File: src/rtl/adaptive_threshold_pkg.sv
// rtl/adaptive_threshold_pkg.sv - shared widths, result levels and scan states for adaptive thresholding
package adaptive_threshold_pkg;

  localparam int DEFAULT_WIDTH_BITS  = 8;
  localparam int DEFAULT_HEIGHT_BITS = 8;
  localparam int PIXEL_BITS          = 8;

  typedef logic [PIXEL_BITS-1:0] pixel_t;

  localparam pixel_t DEFAULT_HIGH_VALUE = 8'd255;
  localparam pixel_t DEFAULT_LOW_VALUE  = 8'd0;

  localparam logic [1:0] SCAN  = 2'd0;
  localparam logic [1:0] DRAIN = 2'd1;
  localparam logic [1:0] DONE  = 2'd2;

endpackage

File: src/rtl/adaptive_threshold_if.sv
// rtl/adaptive_threshold_if.sv - ROM read and result write bus of the binarisation core
interface adaptive_threshold_if
  import adaptive_threshold_pkg::*;
#(
  parameter int WIDTH_BITS  = DEFAULT_WIDTH_BITS,
  parameter int HEIGHT_BITS = DEFAULT_HEIGHT_BITS
);
  logic [WIDTH_BITS-1:0]  oImageCol;
  logic [HEIGHT_BITS-1:0] oImageRow;
  pixel_t                 iImageData;
  logic [WIDTH_BITS-1:0]  oThresholdCol;
  logic [HEIGHT_BITS-1:0] oThresholdRow;
  pixel_t                 iThresholdData;
  logic [WIDTH_BITS-1:0]  oResultCol;
  logic [HEIGHT_BITS-1:0] oResultRow;
  pixel_t                 oResultData;
  logic                   oResultWren;
  logic                   finished;

  modport master (
    output oImageCol, oImageRow, oThresholdCol, oThresholdRow,
    output oResultCol, oResultRow, oResultData, oResultWren, finished,
    input  iImageData, iThresholdData
  );

  modport slave (
    input  oImageCol, oImageRow, oThresholdCol, oThresholdRow,
    input  oResultCol, oResultRow, oResultData, oResultWren, finished,
    output iImageData, iThresholdData
  );
endinterface

File: src/rtl/adaptive_threshold_raster_counter.sv
// rtl/adaptive_threshold_raster_counter.sv - column-fastest raster address counter that holds at the last pixel
module adaptive_threshold_raster_counter #(
  parameter int COL_BITS = 8,
  parameter int ROW_BITS = 8
) (
  input  logic                clock,
  input  logic                reset,
  input  logic                advance,
  output logic [COL_BITS-1:0] col,
  output logic [ROW_BITS-1:0] row,
  output logic                atLast
);

  assign atLast = (&col) && (&row);

  // Once the final coordinate is reached the counter parks there instead of wrapping.
  always_ff @(posedge clock or posedge reset) begin
    if (reset) begin
      col <= '0;
      row <= '0;
    end else if (advance && !atLast) begin
      if (&col) begin
        col <= '0;
        row <= row + 1'b1;
      end else begin
        col <= col + 1'b1;
      end
    end
  end

endmodule

File: src/rtl/adaptive_threshold.sv
// rtl/adaptive_threshold.sv - raster-scans image and threshold ROMs and writes a binarised result per pixel
module adaptive_threshold
  import adaptive_threshold_pkg::*;
#(
  parameter int     WIDTH_BITS  = DEFAULT_WIDTH_BITS,
  parameter int     HEIGHT_BITS = DEFAULT_HEIGHT_BITS,
  parameter pixel_t HIGH_VALUE  = DEFAULT_HIGH_VALUE,
  parameter pixel_t LOW_VALUE   = DEFAULT_LOW_VALUE
) (
  input  logic                 clock,
  input  logic                 reset,
  adaptive_threshold_if.master bus
);

  logic [1:0]             state;
  logic [WIDTH_BITS-1:0]  scanCol;
  logic [HEIGHT_BITS-1:0] scanRow;
  logic                   scanAtLast;

  logic                   stage1Valid;
  logic [WIDTH_BITS-1:0]  stage1Col;
  logic [HEIGHT_BITS-1:0] stage1Row;

  logic [WIDTH_BITS-1:0]  resultCol;
  logic [HEIGHT_BITS-1:0] resultRow;
  pixel_t                 resultData;
  logic                   resultWren;
  logic                   doneFlag;

  adaptive_threshold_raster_counter #(
    .COL_BITS (WIDTH_BITS),
    .ROW_BITS (HEIGHT_BITS)
  ) scanCounter (
    .clock   (clock),
    .reset   (reset),
    .advance (state == SCAN),
    .col     (scanCol),
    .row     (scanRow),
    .atLast  (scanAtLast)
  );

  // Stage 1 lines the coordinate up with the ROM data that arrives one cycle later;
  // stage 2 compares and issues the write.
  always_ff @(posedge clock or posedge reset) begin
    if (reset) begin
      state       <= SCAN;
      stage1Valid <= 1'b0;
      stage1Col   <= '0;
      stage1Row   <= '0;
      resultCol   <= '0;
      resultRow   <= '0;
      resultData  <= '0;
      resultWren  <= 1'b0;
      doneFlag    <= 1'b0;
    end else begin
      stage1Valid <= (state == SCAN);
      stage1Col   <= scanCol;
      stage1Row   <= scanRow;
      resultWren  <= stage1Valid;
      if (stage1Valid) begin
        resultCol  <= stage1Col;
        resultRow  <= stage1Row;
        resultData <= (bus.iImageData > bus.iThresholdData) ? HIGH_VALUE : LOW_VALUE;
      end

      case (state)
        SCAN: begin
          if (scanAtLast) begin
            state <= DRAIN;
          end
        end
        DRAIN: begin
          // The last write is on the bus once stage 1 has emptied behind it.
          if (!stage1Valid && resultWren) begin
            state    <= DONE;
            doneFlag <= 1'b1;
          end
        end
        DONE: begin
          state <= DONE;
        end
        default: begin
          state <= SCAN;
        end
      endcase
    end
  end

  assign bus.oImageCol     = scanCol;
  assign bus.oImageRow     = scanRow;
  assign bus.oThresholdCol = scanCol;
  assign bus.oThresholdRow = scanRow;
  assign bus.oResultCol    = resultCol;
  assign bus.oResultRow    = resultRow;
  assign bus.oResultData   = resultData;
  assign bus.oResultWren   = resultWren;
  assign bus.finished      = doneFlag;

endmodule

File: src/flat_wrapper.sv
// flat-port wrapper written by rule: the top's interface ports become plain ports
module adaptive_threshold_flat import adaptive_threshold_pkg::*;
#(
  parameter int     WIDTH_BITS  = DEFAULT_WIDTH_BITS,
  parameter int     HEIGHT_BITS = DEFAULT_HEIGHT_BITS,
  parameter pixel_t HIGH_VALUE  = DEFAULT_HIGH_VALUE,
  parameter pixel_t LOW_VALUE   = DEFAULT_LOW_VALUE
)
  (clock, reset, bus_oImageCol, bus_oImageRow, bus_oThresholdCol, bus_oThresholdRow, bus_oResultCol, bus_oResultRow, bus_oResultData, bus_oResultWren, bus_finished, bus_iImageData, bus_iThresholdData);
  adaptive_threshold_if #(.WIDTH_BITS(WIDTH_BITS), .HEIGHT_BITS(HEIGHT_BITS)) bus_i ();
  input  logic clock;
  input  logic reset;
  output wire logic [$bits(bus_i.oImageCol)-1:0] bus_oImageCol;
  output wire logic [$bits(bus_i.oImageRow)-1:0] bus_oImageRow;
  output wire logic [$bits(bus_i.oThresholdCol)-1:0] bus_oThresholdCol;
  output wire logic [$bits(bus_i.oThresholdRow)-1:0] bus_oThresholdRow;
  output wire logic [$bits(bus_i.oResultCol)-1:0] bus_oResultCol;
  output wire logic [$bits(bus_i.oResultRow)-1:0] bus_oResultRow;
  output wire logic [$bits(bus_i.oResultData)-1:0] bus_oResultData;
  output wire logic [$bits(bus_i.oResultWren)-1:0] bus_oResultWren;
  output wire logic [$bits(bus_i.finished)-1:0] bus_finished;
  input wire logic [$bits(bus_i.iImageData)-1:0] bus_iImageData;
  input wire logic [$bits(bus_i.iThresholdData)-1:0] bus_iThresholdData;
  assign bus_oImageCol = bus_i.oImageCol;
  assign bus_oImageRow = bus_i.oImageRow;
  assign bus_oThresholdCol = bus_i.oThresholdCol;
  assign bus_oThresholdRow = bus_i.oThresholdRow;
  assign bus_oResultCol = bus_i.oResultCol;
  assign bus_oResultRow = bus_i.oResultRow;
  assign bus_oResultData = bus_i.oResultData;
  assign bus_oResultWren = bus_i.oResultWren;
  assign bus_finished = bus_i.finished;
  assign bus_i.iImageData = bus_iImageData;
  assign bus_i.iThresholdData = bus_iThresholdData;
  adaptive_threshold #(.WIDTH_BITS(WIDTH_BITS), .HEIGHT_BITS(HEIGHT_BITS), .HIGH_VALUE(HIGH_VALUE), .LOW_VALUE(LOW_VALUE)) u_core (.clock(clock), .reset(reset), .bus(bus_i));
endmodule
File: config.mk
export PLATFORM = sky130hd
export DESIGN_NAME = adaptive_threshold_flat
export DESIGN_NICKNAME = d
export VERILOG_FILES = /design/src/rtl/adaptive_threshold_pkg.sv /design/src/rtl/adaptive_threshold_if.sv /design/src/rtl/adaptive_threshold_raster_counter.sv /design/src/rtl/adaptive_threshold.sv /design/src/flat_wrapper.sv
export SDC_FILE = /design/constraint.sdc
export NUM_CORES = 1
export LEC_CHECK = 0
export BUFFER_PORTS_ARGS = -buffer_cell sky130_fd_sc_hd__buf_2
export CORE_MARGIN = 3
export CORE_UTILIZATION = 51
export CTS_CLUSTER_DIAMETER = 100
export DETAILED_ROUTE_END_ITERATION = 12
export PLACE_DENSITY = 0.84
export SYNTH_ARGS = -nofsm -noshare
export SYNTH_HDL_FRONTEND = slang
export SYNTH_SLANG_ARGS = --single-unit
File: constraint.sdc
create_clock -name clock -period 2.5 [get_ports clock]
set_input_delay 0.75 -clock clock [delete_from_list [all_inputs] [get_ports clock]]
set_output_delay 0.75 -clock clock [all_outputs]
set_load 0.01 [all_outputs]
# == Word-level counts from Yosys, hierarchy flattened ==
# Cells that the tools add are included.
# op_classes
add_sub_neg,2
order_cmp,1
eq_ne,4
muxes,5
reduce_logical,11
# ops
cell,count
$add A8 B1 Y8 const B,2
$mux W8,2
$reduce_and A8 Y1,2
$reduce_and A9 Y1,1
$gt A8 B8 Y1,1
$pmux W2 S3,1
$mux W2,2
$ne A2 B1 Y1 const B,2
$reduce_and A2 Y1,2
$logic_and A1 B1 Y1,3
$eq A2 B1 Y1 const B,1
$eq A2 B2 Y1 const B,1
$logic_not A1 Y1,2
$logic_not A2 Y1,1
# totals
regBits,61
input_bits,18
output_inout_bits,58
word_cells,34

# == Depth between registers and ports, before layout ==
# Gate-level depths: netlist (run 1).
# depth
word_depth,5
mapped_depth,6
ltp_nobuf,6

# == By module ==
# A second synthesis (run 1) with hierarchy kept.
# unflattened
cells_unflattened,204
hier_area_um2,2571.2
# modules_own_cells
module,n_inst,cells_each,area_per_inst_um2,seq_area_each_um2
adaptive_threshold,1,122,1681.6,950.9
adaptive_threshold_raster_counter,1,82,889.6,400.4

# == Worst setup path before layout (run 1) ==
# No wires, ideal clock.
# synth_timing
path_type,input -> register
from,in bus_iThresholdData[1]
to,"reg u_core.resultData[6], in the netlist u_core.bus.oResultData[6]"
setup_ns,0.123
arrival_ns,1.630
required_ns,2.377
path_slack_ns,0.747
path_stages,6
n_path_buf,0
cell_sequence,inv_1 > ha_1 > nor2b_1 > o211ai_1 > a21oi_1 > o221a_2
# synth_via
elab_chain_len,2
# synth_lines
element,line,source
"start, declared",flat_wrapper.sv:23,input wire logic [$bits(bus_i.iThresholdData)-1:0] bus_iThresholdData;
$gt A8 B8 Y1,adaptive_threshold.sv:63,resultData <= (bus.iImageData > bus.iThresholdData) ? HIGH_VALUE : LOW_VALUE;
$mux W8,adaptive_threshold.sv:63,
"end signal, assigned",adaptive_threshold.sv:63,
"end, declared",adaptive_threshold.sv:26,pixel_t resultData;
# No other way between the ends.
# A chain may end at the register's enable or synchronous reset.

# == Worst setup path after layout (run 1) ==
# layout_timing
from,reg u_core.scanCounter.col[0]
to,reg u_core.state[1]
# layout_via
elab_chain_len,4
# layout_lines
element,line,source
"start, declared",adaptive_threshold_raster_counter.sv:9,"output logic [COL_BITS-1:0] col,"
"start signal, assigned",adaptive_threshold_raster_counter.sv:26,col <= col + 1'b1;
$reduce_and A8 Y1,adaptive_threshold_raster_counter.sv:14,assign atLast = (&col) && (&row);
$logic_and A1 B1 Y1,adaptive_threshold_raster_counter.sv:14,
$ne A2 B1 Y1 (no line),-,
$reduce_and A2 Y1 (no line),-,
"end signal, assigned",adaptive_threshold.sv:46,state <= SCAN;
"end signal, assigned",adaptive_threshold.sv:69,state <= DRAIN;
"end signal, assigned",adaptive_threshold.sv:75,state <= DONE;
"end, declared",adaptive_threshold.sv:15,logic [1:0] state;
# No other way between the ends.

==> results_dict.tcl, run 1 <==
set metrics [dict create \
    criticalPathCategory "flip-flop to flip-flop" \
    timing.critical_path.slowest_stage_cell "o41ai_4" \
    power.combinational.fraction_pct 5.1 \
    count_of_unique_library_cells_instantiated_by_yosys 33 \
    fin_area_um2 2840 \
    finalWorstPathRequiredPeriod_ps 1940 \
    non_filler_cells_in_the_finished_layout 309 \
    main_combinational_cell_family_by_area_after_synthesis "buffers and inverters" \
    detailedPlacementHpwl_um 3290 \
    cts_hold_buf 0 \
    initial_core_utilization_pct 54.3 \
    core.rowCount 24 \
    globalRouteOverflowTotal 0 \
    tritoncts_num_sinks 54 \
    critical_path.cell_chain "ha_1 > nand4_2 > o41ai_4 > a21oi_1 > a31o_1" \
    core_area_um2 4500 \
    syn_nets 229 \
    cts.clk_slew.worst_paths_ps 90 \
    critical_path_arrival_ps 2140 \
    yosysTopAreaCell "dfrtp_1" \
    post_synth.cell_area_avg_um2 12.3 \
    design.final.nets 286 \
    worst_pin_slew_ps 641 \
    postCtsResizedCells 0 \
    drt-total-wl_um 4470 \
    min-delay-path-class "flip-flop to flip-flop" \
    die_y_um 75.3 \
    synthesis.instances 199 \
    drt_pass1_iterations 4 \
    intPower_uw 1310 \
    worst_clk_skew_ps 6.92 \
    floorplan.die_area_um2 5660 \
    synth_simple_gate_area_share_pct 9.00 \
    worst_slack_at_placement_ps 592 \
    maximum_number_of_pins_on_one_net_before_global_route_repair 55 \
    postSynth.topFlopCell "dfrtp_1" \
    synth-compound-area-share_pct 7.93 \
    cts_htree_levels 2 \
    synth_mux_area_share_pct 7.83 \
    timing.final.setup_violations 0 \
    power.clock.fraction_pct 41.5 \
    post-cts-setup-buffer-count 0 \
    cts_tree "done" \
    slew_headroom_pct 57.3 \
    antenna_violating_nets_post_route 0 \
    dpl.cell_count 301 \
    grt_pass1_vias 1518 \
    port_bufs 75 \
    synth_area_um2 2450 \
    wl_per_cell_um 14.5 \
    die_w_um 75.3 \
    grt_setup_unrepaired "no" \
    max_cap_viol_count 0 \
    drive_gt1_share_pct 42.4 \
    antenna_cells 0 \
    final_max_slew_viol_count 0 \
    critPathCaptureType "flip-flop" \
    synth_enable_flop_cells 0 \
    synth.yosys.warnings 0 \
    synth.ff_latch_count 54 \
    synth.most_common_cell "dfrtp_1" \
    leakage_power_total_uw 0.00158 \
    p_switching_uw 333 \
    cts_inserted_buffers 5 \
    first_iter_violations 125 \
    ioPinCount 76 \
    grt_antenna_before_repair 0 \
    gp_congestion 0.830 \
    slowest_delay_ps 560 \
    power.density_nw_per_um2 579 \
    finalHoldViolations 0 \
    asyncSetResetFlopFracSynth_pct 100 \
    setup_slack_ps 562 \
    achievable-frequency_ghz 0.516 \
    critical-path-top-delay-family "compound AO/OA/AOI/OAI gates" \
    cp.required_ps 2700 \
    vias_per_cell 5.31 \
    critPathBufInv 0 \
    vdd_drop_max_uv 256 \
    worst_setup_path_start_kind "flip-flop" \
    clockRootBuffer "clkbuf_8" \
    flow.area_growth_from_synthesis_pct 16.1 \
    run_status "finished, final reports clean" \
    clkLatencyLatePin_ps 310 \
    placedInstanceArea_um2 2700 \
    seqPwrFrac_pct 53.4 \
    critPathMaxFanout 8 \
    layout_worst_path_cycle_share_pct 77.5 \
    register_area_share_after_synthesis_pct 55.2 \
    detail_route.drc_violations 0 \
    synth_area_in_adders_pct 6.14 \
    detailroute.via_count 1640 \
    clock_tree.buffer_depth 2 \
    post_synth_most_frequent_cells "54 x dfrtp_1, 26 x buf_4, 17 x mux2_2, 14 x inv_1, 12 x ha_1" \
    totalNegativeSetupSlack_ps 0 \
    grt_util_all_layers_pct 17.1 \
    netSwitchingFraction_pct 20.2 \
    post_synth_xor_area_fraction_pct 3.58 \
    synth.top_cells.by_area "dfrtp_1 55%, buf_4 8.0%, mux2_2 7.8%, ha_1 6.1%, inv_1 2.1%" \
    synth.top_cell.area_share_pct 55.2 \
    grt_first_pass_wirelength_um 7270 \
]
[flip-flops by register name, indices dropped and copies added (netlist names)]
name / flops
u_core.bus.oResultCol: 8
u_core.bus.oResultRow: 8
u_core.scanCounter.col: 8
u_core.scanCounter.row: 8
u_core.stage1Col: 8
u_core.stage1Row: 8
u_core.state: 2
u_core.bus.finished: 1
u_core.bus.oResultData: 1
u_core.bus.oResultWren: 1
u_core.stage1Valid: 1
[worst paths after layout]
path	to	startpoint	cells after the start	slack (ps)
max	u_core.state[1]	u_core.scanCounter.col[0]	5	560
min	u_core.bus.finished	u_core.bus.finished	1	480
max reg2reg	u_core.state[1]	u_core.scanCounter.col[0]	5	560
min reg2reg	u_core.bus.finished	u_core.bus.finished	1	480
max in group asynchronous	u_core.bus.finished	reset	3	1470
min in group asynchronous	u_core.stage1Row[2]	reset	3	600
[metal layers]
| metal | global-route usage, % | vias to the layer above | routed length [µm] |
|---|---|---|---|
| met4 | 7.77 | 0 | 96 |
| met3 | 4.54 | 8 | 301 |
| li1 | - | 788 | - |
| met5 | 0 | - | 0 |
| met1 | 23.4 | 789 | 2030 |
| met2 | 25.5 | 55 | 2040 |
[metrics by stage]
step	hold slack [ps]	util, %	total power [µW]
2_1_floorplan	375	-	962
3_3_place_gp	444	60.0	979
3_5_place_dp	463	60.0	981
4_1_cts	483	63.1	1660
5_1_grt	496	63.1	1700
6_report	480	63.1	1640
[final cells by class]
| type | instances | area (µm²) |
|---|---|---|
| fillers | 358 | 1660 |
| flip-flops and latches | 54 | 1350 |
| multi-input cells | 104 | 843 |
| repair buffers | 77 | 390 |
| clock buffers | 5 | 68.8 |
| clock inverters | 3 | 68.8 |
| well taps | 52 | 65.1 |
| inverters | 14 | 52.6 |
[cell families after synthesis]
family	after synthesis
flops	54
fa+ha+maj	12
simple gates	39
compound gates	26
mux	17
buf+inv	41
xor+xnor	10
[cell usage in the layout, fill, tap and decap left out, types with 2 or more instances in the layout]
cell / n
nor4_1: 3
ha_1: 12
o21ai_0: 7
and3_1: 3
nand2_1: 9
nand4_1: 6
mux2_2: 17
dfrtp_1: 54
a21oi_1: 6
buf_4: 2
nor2_1: 2
buf_2: 75
and4_1: 2
inv_1: 13
xor2_1: 6
bufinv_16: 2
nand3_1: 8
o31ai_1: 2
o211ai_1: 3
xnor2_1: 4
clkbuf_8: 5
[power groups by stage]
stage               Sequential, µW  Combinational, µW  Clock (µW)
floorplan                      897               65.1           0
global placement               896               83.4           0
detailed placement             896               85.7           0
CTS                            878               85.9         697
global route                   880               97.1         728
finish                         878               83.5         682
Power figures use the tool's default switching activity.
==> inputs of run 2 (changes only) <==
--- a/config.mk
+++ b/config.mk
@@ -5,9 +5,10 @@
 export SDC_FILE = /design/constraint.sdc
 export NUM_CORES = 1
 export LEC_CHECK = 0
+export ABC_AREA = 1
 export BUFFER_PORTS_ARGS = -buffer_cell sky130_fd_sc_hd__buf_2
 export CORE_MARGIN = 3
-export CORE_UTILIZATION = 51
+export CORE_UTILIZATION = 52
 export CTS_CLUSTER_DIAMETER = 100
 export DETAILED_ROUTE_END_ITERATION = 12
 export PLACE_DENSITY = 0.84
==> constraint.sdc (replaced) <==
create_clock -name clock -period 1.9 [get_ports clock]
set_input_delay 0.57 -clock clock [delete_from_list [all_inputs] [get_ports clock]]
set_output_delay 0.57 -clock clock [all_outputs]
set_load 0.01 [all_outputs]
==> run 2 against run 1 <==
  * Clock skew decreased by 3.3 ps
  * Power is 15% higher
  * Sequential share of layout area is 2.5 points lower
  * Critical endpoint is now u_core.scanCounter.row[7]
  * Largest cell class unchanged
==> results_dict.tcl, run 2 <==
set metrics [dict create \
    initial_core_utilization_pct 54.5 \
    design.final.nets 382 \
    max_cap_viol_count 0 \
    grt_pass1_vias 1939 \
    grt_antenna_before_repair 0 \
    syn_nets 325 \
    globalRouteOverflowTotal 0 \
    post-cts-setup-buffer-count 0 \
    post_synth_most_frequent_cells "117 x nand2_1, 54 x dfrtp_1, 27 x inv_1, 23 x buf_4, 12 x ha_1" \
    critPathMaxFanout 12 \
    asyncSetResetFlopFracSynth_pct 100 \
    flow.area_growth_from_synthesis_pct 14.1 \
    drive_gt1_share_pct 30.4 \
    synth.yosys.warnings 0 \
    finalHoldViolations 0 \
    cts_hold_buf 0 \
    first_iter_violations 92 \
    drt_pass1_iterations 4 \
    antenna_violating_nets_post_route 0 \
    clkLatencyLatePin_ps 300 \
    mostFrequentLayoutCells "117 x nand2_1, 75 x buf_2, 54 x dfrtp_1, 25 x inv_1, 12 x ha_1" \
    critPathCaptureType "flip-flop" \
    critical_path.cell_chain "ha_1 > nand3_2 > inv_2 > nand2_4 > inv_2 > nand3_2 > inv_2 > nand2_1 > nand2_1" \
    grt_setup_unrepaired "no" \
    clock_tree.buffer_depth 2 \
    grt_util_all_layers_pct 17.9 \
    core.rowCount 25 \
    grt_first_pass_wirelength_um 8560 \
    port_bufs 75 \
    drt-total-wl_um 5090 \
    synth.top_cell.area_share_pct 51.4 \
    leakage_power_total_uw 0.00179 \
    wl_per_cell_um 12.2 \
    synth_area_um2 2630 \
    min-delay-path-class "input port to asynchronous set/reset pin" \
    synthesis.instances 295 \
    die_y_um 77.1 \
    postSynth.topFlopCell "dfrtp_1" \
    achievable-frequency_ghz 0.586 \
    antenna_cells 0 \
    tritoncts_num_sinks 54 \
    vias_per_cell 4.82 \
    critical_path_arrival_ps 1950 \
    detailroute.via_count 2020 \
    finalWorstPathRequiredPeriod_ps 1710 \
    synth.ff_latch_count 54 \
    postLayoutCoreUtil_pct 62.3 \
    cts_inserted_buffers 5 \
    synth.most_common_cell "nand2_1" \
    layout_worst_path_cycle_share_pct 89.8 \
    slew_headroom_pct 66.2 \
    timing.final.setup_violations 0 \
    register_area_share_after_synthesis_pct 51.4 \
    yosysTopAreaCell "dfrtp_1" \
    totalNegativeSetupSlack_ps 0 \
    post_synth.cell_area_avg_um2 8.91 \
    worst_setup_path_start_kind "flip-flop" \
    most_used_cell_along_the_critical_path "inv_2" \
    worst_pin_slew_ps 507 \
    timing.critical_path.slowest_stage_cell "dfrtp_1" \
    detailedPlacementHpwl_um 3790 \
    floorplan.die_area_um2 5940 \
    gp_congestion 0.795 \
    criticalPathCategory "flip-flop to flip-flop" \
    worst_clk_skew_ps 3.63 \
    synth_enable_flop_cells 0 \
    clockRootBuffer "clkbuf_8" \
    ioPinCount 76 \
    vdd_drop_max_uv 376 \
    detail_route.drc_violations 0 \
    count_of_unique_library_cells_instantiated_by_yosys 26 \
    synth.top_cells.by_area "dfrtp_1 51%, nand2_1 17%, buf_4 6.6%, ha_1 5.7%, inv_1 3.9%" \
    maximum_number_of_pins_on_one_net_before_global_route_repair 55 \
    run_status "finished, final reports clean" \
    most_common_cell_after_layout_fill_and_taps_aside "nand2_1" \
    core_area_um2 4820 \
    cts.clk_slew.worst_paths_ps 90 \
    die_w_um 77.1 \
    final_max_slew_viol_count 0 \
    hold-worst-slack_ps 300 \
    cp.required_ps 2140 \
    power.density_nw_per_um2 629 \
    slowest_delay_ps 450 \
    cts_htree_levels 2 \
    cts_tree "done" \
]
==> run 2: cell count changes in the layout (fill, tap and decap cells not counted), sizes merged, moves of 3 or more <==
cell    delta
and3       -3
and4       -3
inv       +15
mux2      -17
nand2    +116
nand4      -4
nor2      +10
nor4       -3
o211ai     -3
xor2       -4
==> run 2: what timing repair did <==
action | in CTS | in global routing
setup endpoints to repair | 0 | 1
resized for setup | 0 | 1
hold endpoints to repair | 0 | 0
==> run 2: layer usage <==
| metal | share of wire, % | GRT usage, % | vias to the layer above | routed length (µm) |
|---|---|---|---|---|
| met5 | 0 | 0 | - | 0 |
| met4 | 1.5 | 7.47 | 0 | 76 |
| met3 | 6.3 | 3.99 | 5 | 320 |
| met2 | 49 | 31.5 | 69 | 2500 |
| met1 | 43 | 20.9 | 953 | 2200 |
| li1 | - | - | 993 | - |
==> run 2: metrics by stage <==
stage | instances | area, µm² | setup WS [ps] | total power, µW
6_report | 419 | 3000 | 193 | 1890
3_3_place_gp | 412 | 2920 | 353 | 1290
2_1_floorplan | 295 | 2630 | 15.4 | 1270
5_1_grt | 419 | 3000 | 40.9 | 1970
3_5_place_dp | 412 | 2920 | 205 | 1300
4_1_cts | 419 | 3000 | 162 | 1910
==> run 2: final timing paths <==
check / slack [ps] / end / startpoint / cells after the start
worst max-delay path: 190 / u_core.scanCounter.row[7] / u_core.scanCounter.col[0] / 9
worst min-delay path: 300 / u_core.bus.oResultRow[7] / reset / 3
worst max register to register: 190 / u_core.scanCounter.row[7] / u_core.scanCounter.col[0] / 9
worst min register to register: 450 / u_core.bus.oResultRow[7] / u_core.stage1Row[7] / 2
max in group asynchronous: 1380 / u_core.bus.oResultRow[3] / reset / 3
min in group clock: 450 / u_core.bus.oResultRow[7] / u_core.stage1Row[7] / 2
==> run 2: report_power, final <==
group	total (µW)	switching [µW]	internal, µW
Sequential	1160	4.82	1150
Combinational	117	67.5	49.1
Clock	613	361	252
==> run 2: worst max-delay path, delay by kind of cell (launching register included) <==
| family | cells | cell delay, ps |
|---|---|---|
| adder cells (fa/ha/maj) | 1 | 260 |
| flip-flops | 1 | 450 |
| AND/OR/NAND/NOR | 5 | 570 |
| buffers and inverters | 3 | 370 |
==> run 2: area by class of cell <==
cell class              instances  area, µm²
clock buffers                   5       68.8
clock inverters                 2       15.0
fillers                       440       1820
flip-flops and latches         54       1350
multi-input cells             183        953
repair buffers                 79        418
well taps                      67       83.8
inverters                      29        109
==> run 2: cell families (layout without fill, tap and decap cells) <==
| family | count (synthesis) | after routing | share of synthesized area (%) |
|---|---|---|---|
| AND/OR/NAND/NOR | 151 | 151 | 24.9 |
| buffers and inverters | 58 | 115 | 12.3 |
| adder cells (fa/ha/maj) | 12 | 12 | 5.71 |
| flip-flops | 54 | 54 | 51.4 |
| AO/OA/AOI/OAI | 13 | 13 | 3.38 |
| XOR/XNOR | 7 | 7 | 2.33 |
